[config.mk]
export PLATFORM = sky130hd
export DESIGN_NAME = uart_tx_arbiter_flat
export DESIGN_NICKNAME = d
export VERILOG_FILES = /design/src/rtl/uart_arb_pkg.sv /design/src/rtl/uart_tx_arbiter_if.sv /design/src/rtl/uart_tx_arbiter_rr_pick.sv /design/src/rtl/uart_tx_arbiter.sv /design/src/flat_wrapper.sv
export SDC_FILE = /design/constraint.sdc
export NUM_CORES = 1
export LEC_CHECK = 0
export ABC_AREA = 1
export CAP_MARGIN = 15
export CELL_PAD_IN_SITES_DETAIL_PLACEMENT = 0
export CELL_PAD_IN_SITES_GLOBAL_PLACEMENT = 1
export CORE_MARGIN = 3
export CORE_UTILIZATION = 32
export CTS_CLUSTER_DIAMETER = 100
export DETAILED_ROUTE_END_ITERATION = 16
export GPL_ROUTABILITY_DRIVEN = 0
export GPL_TIMING_DRIVEN = 0
export PLACE_DENSITY_LB_ADDON = 0.1
export SLEW_MARGIN = 5
export SYNTH_ARGS = -nofsm -noshare
export SYNTH_HDL_FRONTEND = slang
export SYNTH_SLANG_ARGS = --single-unit
[constraint.sdc]
create_clock -name clk -period 4.3 [get_ports clk]
set_input_delay 1.075 -clock clk [delete_from_list [all_inputs] [get_ports clk]]
set_output_delay 1.075 -clock clk [all_outputs]
set_load 0.005 [all_outputs]
[src/rtl/uart_arb_pkg.sv]
// rtl/uart_arb_pkg.sv - shared state encoding, source-id tag and sizing helper for uart_tx_arbiter
package uart_arb_pkg;

  typedef enum logic [1:0] {
    ST_IDLE = 2'd0,
    ST_HDR  = 2'd1,
    ST_XFER = 2'd2
  } arb_state_t;

  localparam logic [3:0] SRCID_TAG = 4'hA;

  // Never returns 0 so single-entry configurations still get a 1-bit register.
  function automatic int clog2(input int value);
    int r;
    r = 0;
    for (int i = 0; i < 31; i++) begin
      if ((1 << i) < value) r = i + 1;
    end
    return (r < 1) ? 1 : r;
  endfunction

endpackage

[src/rtl/uart_tx_arbiter_if.sv]
// rtl/uart_tx_arbiter_if.sv - requester and TX-FIFO write-side signals of uart_tx_arbiter
interface uart_tx_arbiter_if #(
  parameter int NREQ = 4
);
  logic              en;
  logic [NREQ-1:0]   req;
  logic [8*NREQ-1:0] data;
  logic [NREQ-1:0]   last;
  logic [NREQ-1:0]   ack;
  logic [NREQ-1:0]   gnt;
  logic              busy;
  logic              write;
  logic [7:0]        wrdata;
  logic              isfull;

  modport master (
    output en, req, data, last, isfull,
    input  ack, gnt, busy, write, wrdata
  );

  modport slave (
    input  en, req, data, last, isfull,
    output ack, gnt, busy, write, wrdata
  );
endinterface

[src/rtl/uart_tx_arbiter_rr_pick.sv]
// rtl/uart_tx_arbiter_rr_pick.sv - combinational round-robin winner search starting after ptr
module rr_pick #(
  parameter int NREQ = 4,
  parameter int IW   = 2
) (
  input  logic [NREQ-1:0] req,
  input  logic [IW-1:0]   ptr,
  output logic [NREQ-1:0] win,
  output logic [IW-1:0]   idx
);

  always_comb begin
    logic          found;
    logic [IW-1:0] j;
    win   = '0;
    idx   = '0;
    found = 1'b0;
    j     = '0;
    for (int k = 1; k <= NREQ; k++) begin
      j = IW'((int'(ptr) + k) % NREQ);
      if (!found && req[j]) begin
        found  = 1'b1;
        win[j] = 1'b1;
        idx    = j;
      end
    end
  end

endmodule

[src/rtl/uart_tx_arbiter.sv]
// rtl/uart_tx_arbiter.sv - packet-granular round-robin sharing of the UART TX FIFO write port
// Optional source-id header byte per grant when UART_ARB_SRCID_EN is defined.
module uart_tx_arbiter
  import uart_arb_pkg::*;
#(
  parameter int NREQ    = 4,
  parameter int MAX_PKT = 64
) (
  input logic            clk,
  input logic            rst,
  uart_tx_arbiter_if.slave bus
);

  localparam int IW = clog2(NREQ);
  localparam int CW = clog2(MAX_PKT);
  localparam logic [CW-1:0] CNT_LAST = CW'(MAX_PKT - 1);

  arb_state_t      state, state_d;
  logic [NREQ-1:0] gnt_q, gnt_d, win;
  logic [IW-1:0]   gidx_q, gidx_d, ptr_q, ptr_d, widx;
  logic [CW-1:0]   cnt_q, cnt_d;
  logic            accept, release_pkt;

  rr_pick #(.NREQ(NREQ), .IW(IW)) u_pick (
    .req (bus.req),
    .ptr (ptr_q),
    .win (win),
    .idx (widx)
  );

  assign accept      = (state == ST_XFER) && bus.req[gidx_q] && !bus.isfull;
  // The MAX_PKT cut releases without LAST so the rest of the packet re-arbitrates.
  assign release_pkt = accept && (bus.last[gidx_q] || (cnt_q == CNT_LAST));

  always_ff @(posedge clk or negedge rst) begin
    if (!rst) begin
      state  <= ST_IDLE;
      gnt_q  <= '0;
      gidx_q <= '0;
      ptr_q  <= IW'(NREQ - 1);
      cnt_q  <= '0;
    end else begin
      state  <= state_d;
      gnt_q  <= gnt_d;
      gidx_q <= gidx_d;
      ptr_q  <= ptr_d;
      cnt_q  <= cnt_d;
    end
  end

  always_comb begin
    state_d    = state;
    gnt_d      = gnt_q;
    gidx_d     = gidx_q;
    ptr_d      = ptr_q;
    cnt_d      = cnt_q;
    bus.write  = 1'b0;
    bus.wrdata = '0;
    bus.ack    = '0;
    case (state)
      ST_IDLE: begin
        if (bus.en && (|bus.req)) begin
          gnt_d  = win;
          gidx_d = widx;
          cnt_d  = '0;
`ifdef UART_ARB_SRCID_EN
          state_d = ST_HDR;
`else
          state_d = ST_XFER;
`endif
        end
      end
`ifdef UART_ARB_SRCID_EN
      ST_HDR: begin
        bus.wrdata = {SRCID_TAG, 4'(gidx_q)};
        if (!bus.isfull) begin
          bus.write = 1'b1;
          state_d   = ST_XFER;
        end
      end
`endif
      ST_XFER: begin
        bus.wrdata = bus.data[8*gidx_q +: 8];
        if (accept) begin
          bus.write = 1'b1;
          bus.ack   = gnt_q;
          cnt_d     = cnt_q + CW'(1);
        end
        if (release_pkt) begin
          state_d = ST_IDLE;
          gnt_d   = '0;
          ptr_d   = gidx_q;
          cnt_d   = '0;
        end
      end
      default: state_d = ST_IDLE;
    endcase
  end

  assign bus.gnt  = gnt_q;
  assign bus.busy = (state != ST_IDLE);

endmodule
[src/flat_wrapper.sv]
// flat-port wrapper written by rule: the top's interface ports become plain ports
module uart_tx_arbiter_flat import uart_arb_pkg::*;
#(
  parameter int NREQ    = 4,
  parameter int MAX_PKT = 64
)
  (clk, rst, bus_en, bus_req, bus_data, bus_last, bus_isfull, bus_ack, bus_gnt, bus_busy, bus_write, bus_wrdata);
  uart_tx_arbiter_if #(.NREQ(NREQ)) bus_i ();
  input logic clk;
  input logic rst;
  input wire logic [$bits(bus_i.en)-1:0] bus_en;
  input wire logic [$bits(bus_i.req)-1:0] bus_req;
  input wire logic [$bits(bus_i.data)-1:0] bus_data;
  input wire logic [$bits(bus_i.last)-1:0] bus_last;
  input wire logic [$bits(bus_i.isfull)-1:0] bus_isfull;
  output wire logic [$bits(bus_i.ack)-1:0] bus_ack;
  output wire logic [$bits(bus_i.gnt)-1:0] bus_gnt;
  output wire logic [$bits(bus_i.busy)-1:0] bus_busy;
  output wire logic [$bits(bus_i.write)-1:0] bus_write;
  output wire logic [$bits(bus_i.wrdata)-1:0] bus_wrdata;
  assign bus_i.en = bus_en;
  assign bus_i.req = bus_req;
  assign bus_i.data = bus_data;
  assign bus_i.last = bus_last;
  assign bus_i.isfull = bus_isfull;
  assign bus_ack = bus_i.ack;
  assign bus_gnt = bus_i.gnt;
  assign bus_busy = bus_i.busy;
  assign bus_write = bus_i.write;
  assign bus_wrdata = bus_i.wrdata;
  uart_tx_arbiter #(.NREQ(NREQ), .MAX_PKT(MAX_PKT)) u_core (.clk(clk), .rst(rst), .bus(bus_i));
endmodule
==> flow_summary.toml, run 1 <==
[sta]
slew_headroom_pct = 55.7
finalClockSkew_ns = 0.00152
tns_ns = 0
final_slew_viol_count = 0
max_slew.worst_pin.slew_ns = 0.662
finalSetupViolCount = 0
rsz0062_at_grt = "false"
max_freq_mhz = 272
timing.hold.ws_ns = 0.503
hold_violations = 0
layout_worst_path_cycle_share_pct = 85.4
minimum_clock_period_ns = 3.67

[clocking]
post_cts_resize_count = 0
ctsLongestPathBuffers = 2
cts.sink_count = 15
total_cts_buffers = 3
cts_setup_buffers = 0
cts_tree = "done"
worst_skew_pair.late_latency_ns = 0.24
cts.hold.buffers_added = 0
htreeDepth = 1
clockRootBuffer = "clkbuf_8"
worst_setup_hold_path_clk_slew_ns = 0.06

[global_route]
tot_gr_track_use_pct = 16.6
first_global_vias = 1793
initial_antenna_violation_count = 0
first_pass_grt_wire_length_mm = 8.36
grt_start_max_net_pins = 16
grt_overflow = 0

[worst_setup_path]
endpoint_kind = "output pin"
crit_top_cell = "clkdlybuf4s50_1"
timing.reg2reg.worst_path_depth = 10
critical_path_buf_inv_count = 2
critical_path_class = "input pin to output pin"
cp_cell_sequence = "clkdlybuf4s50_1, nand2_1, nand3_2, nand3_4, nor2_1, clkdlybuf4s50_1"
critical_path.max_stage_delay_ns = 0.56
data_arrival_critical_path_ns = 2.60
timing.critical_path.depth = 6
path_max_fanout = 7
slowest_stage = "clkdlybuf4s50_1"
path_delay_family = "buffers and inverters"
critPathLaunchType = "input pin"
crit_required_ns = 3.22

[cells_and_area]
utilization_pct = 49.2
num_antenna_cells = 0
area_overhead_vs_synth_pct = 45.3
drive_above_1_share_pct = 12.8
mostFrequentLayoutCells = "clkdlybuf4s50_1, nand2_1, nor2_1"
num-nets-final = 367
most_common_library_cell_in_the_layout_ignoring_fill_and_taps = "clkdlybuf4s50_1"

[synth]
yosys.area.top_type = "dfrtp_1"
netlist_top_cells_area = "dfrtp_1, nand2_1, nor2_1"
syn_avg_cell_area_um2 = 6.58
netlist_area_before_placement_um2 = 1630
yosysWarnings = 0
mappedNetlistNets = 301
syn_inst = 248
synth_cell_type_count = 30
ys_seq_area_share_pct = 23.1
synth-seq-cells = 15
synth.top_cell.area_share_pct = 19.9

[floorplan]
fp.dieH_um = 77.4
fp-row-count = 25
num_io_pins = 62
die_width_um = 77.4
die_area_um2 = 6000
initial_utilization_pct = 33.9
core_region_area_um2 = 4820

[power]
irDropWorstVdd_mv = 0.287
power.density_nw_per_um2 = 634
p_leak_nw = 1.08

[drt]
vias = 1826
detail_route.first_pass.iterations = 4
antenna_left = 0
wl_per_cell_um = 13.0
wirelength_mm = 4.93
drcViolationCount = 0
detail_route.vias_per_cell = 4.81
drt_first_iter_violations = 108

[place]
port_buffers = 61
place.detailed.hpwl_mm = 3.75

[hold_path]
worst_hold_path.num_cells = 1
min-delay-path-class = "flop to flop"

[run]
drv_cap = 0

[run_status]
run_status = "complete, no violations"
## power by group
part | internal [W] | total (W) | switching (W)
Clock | 0.0000655 | 0.000111 | 0.0000452
Sequential | 0.000203 | 0.000268 | 0.0000653
Combinational | 0.000476 | 0.00112 | 0.000649
## final timing paths
path / end / start / slack, ns
max: bus_ack[0] / bus_req[1] / 0.63
min: u_core.cnt_q[0] / u_core.cnt_q[0] / 0.50
max reg2reg: u_core.bus.gnt[3] / u_core.ptr_q[1] / 2.03
min reg2reg: u_core.cnt_q[0] / u_core.cnt_q[0] / 0.50
max in group asynchronous: u_core.gidx_q[0] / rst / 2.64
min in group asynchronous: u_core.cnt_q[3] / rst / 1.24
## per-layer routing
| layer | up-vias | wire (µm) | GRT usage (%) |
|---|---|---|---|
| li1 | 940 | - | - |
| met1 | 829 | 2470 | 23.5 |
| met2 | 55 | 2100 | 26.8 |
| met3 | 2 | 345 | 3.02 |
| met4 | 0 | 14 | 2.49 |
| met5 | - | 0 | 0 |
## worst reg2reg max path: cells and delay by family, from the launching register on
| family | cells | cell delay (ns) |
|---|---|---|
| AO/OA/AOI/OAI | 1 | 0.14 |
| adder cells (fa/ha/maj) | 1 | 0.42 |
| buffers and inverters | 2 | 0.36 |
| flip-flops | 1 | 0.65 |
| AND/OR/NAND/NOR | 6 | 0.61 |
## metrics by stage
stage	worst slack, ns	instances	cell area, µm²	power, W
2_1_floorplan	1.79	248	1630	0.00101
3_3_place_gp	0.648	376	2330	0.00139
3_5_place_dp	0.633	376	2330	0.00140
4_1_cts	0.623	380	2370	0.00152
5_1_grt	0.496	380	2370	0.00167
6_report	0.627	380	2370	0.00150
## flip-flops by register name (all words and copies together), names as in the netlist
register / cells
u_core.cnt_q: 6
u_core.bus.gnt: 4
u_core.gidx_q: 2
u_core.ptr_q: 2
u_core.state: 1
## Yosys cell counts
cell	n
a21boi_0	4
a21oi_1	17
buf_2	2
buf_4	1
buf_6	3
clkbuf_1	1
clkinv_1	1
clkinv_2	1
dfrtp_1	13
dfstp_2	2
ha_1	9
inv_1	17
inv_2	4
nand2_1	48
nand2_2	7
nand2_4	4
nand3_1	24
nand3_2	5
nand3_4	2
nand4_1	3
nor2_1	47
nor2_4	2
nor2_8	1
nor3_2	1
o211ai_2	1
o21a_1	1
o21ai_0	22
o21ai_1	3
o21ai_2	1
xor2_1	1
## logic make-up after synthesis
group	share of synthesized area [%]
XOR/XNOR	0.536
AND/OR/NAND/NOR	44.2
adder cells (fa/ha/maj)	6.90
flip-flops	23.1
AO/OA/AOI/OAI	16.5
buffers and inverters	8.73
## layout make-up
class                           instances  area, µm²
Fill cell                             529       2440
Multi-Input combinational cell        203       1110
Timing Repair Buffer                   61        611
Sequential cell                        15        378
Inverter                               23       87.6
Tap cell                               67       83.8
Buffer                                  7       55.1
Clock buffer                            4       45.0
Power figures use the tool's default switching activity.
==> inputs of run 2 (changes only) <==
==> constraint.sdc (replaced) <==
create_clock -name clk -period 4.46 [get_ports clk]
set_input_delay 1.115 -clock clk [delete_from_list [all_inputs] [get_ports clk]]
set_output_delay 1.115 -clock clk [all_outputs]
set_load 0.005 [all_outputs]
==> results of run 2 <==
The final DEF is identical to that of run 1. Status: complete, no violations.
Main changes from that run: setup slack after placement 0.633 ns -> 0.713 ns; setup slack after layout 0.627 ns -> 0.707 ns; register-to-register setup slack 2.03 ns -> 2.19 ns; total power 0.00150 W -> 0.00145 W; worst IR drop on VDD 0.287 mV -> 0.277 mV
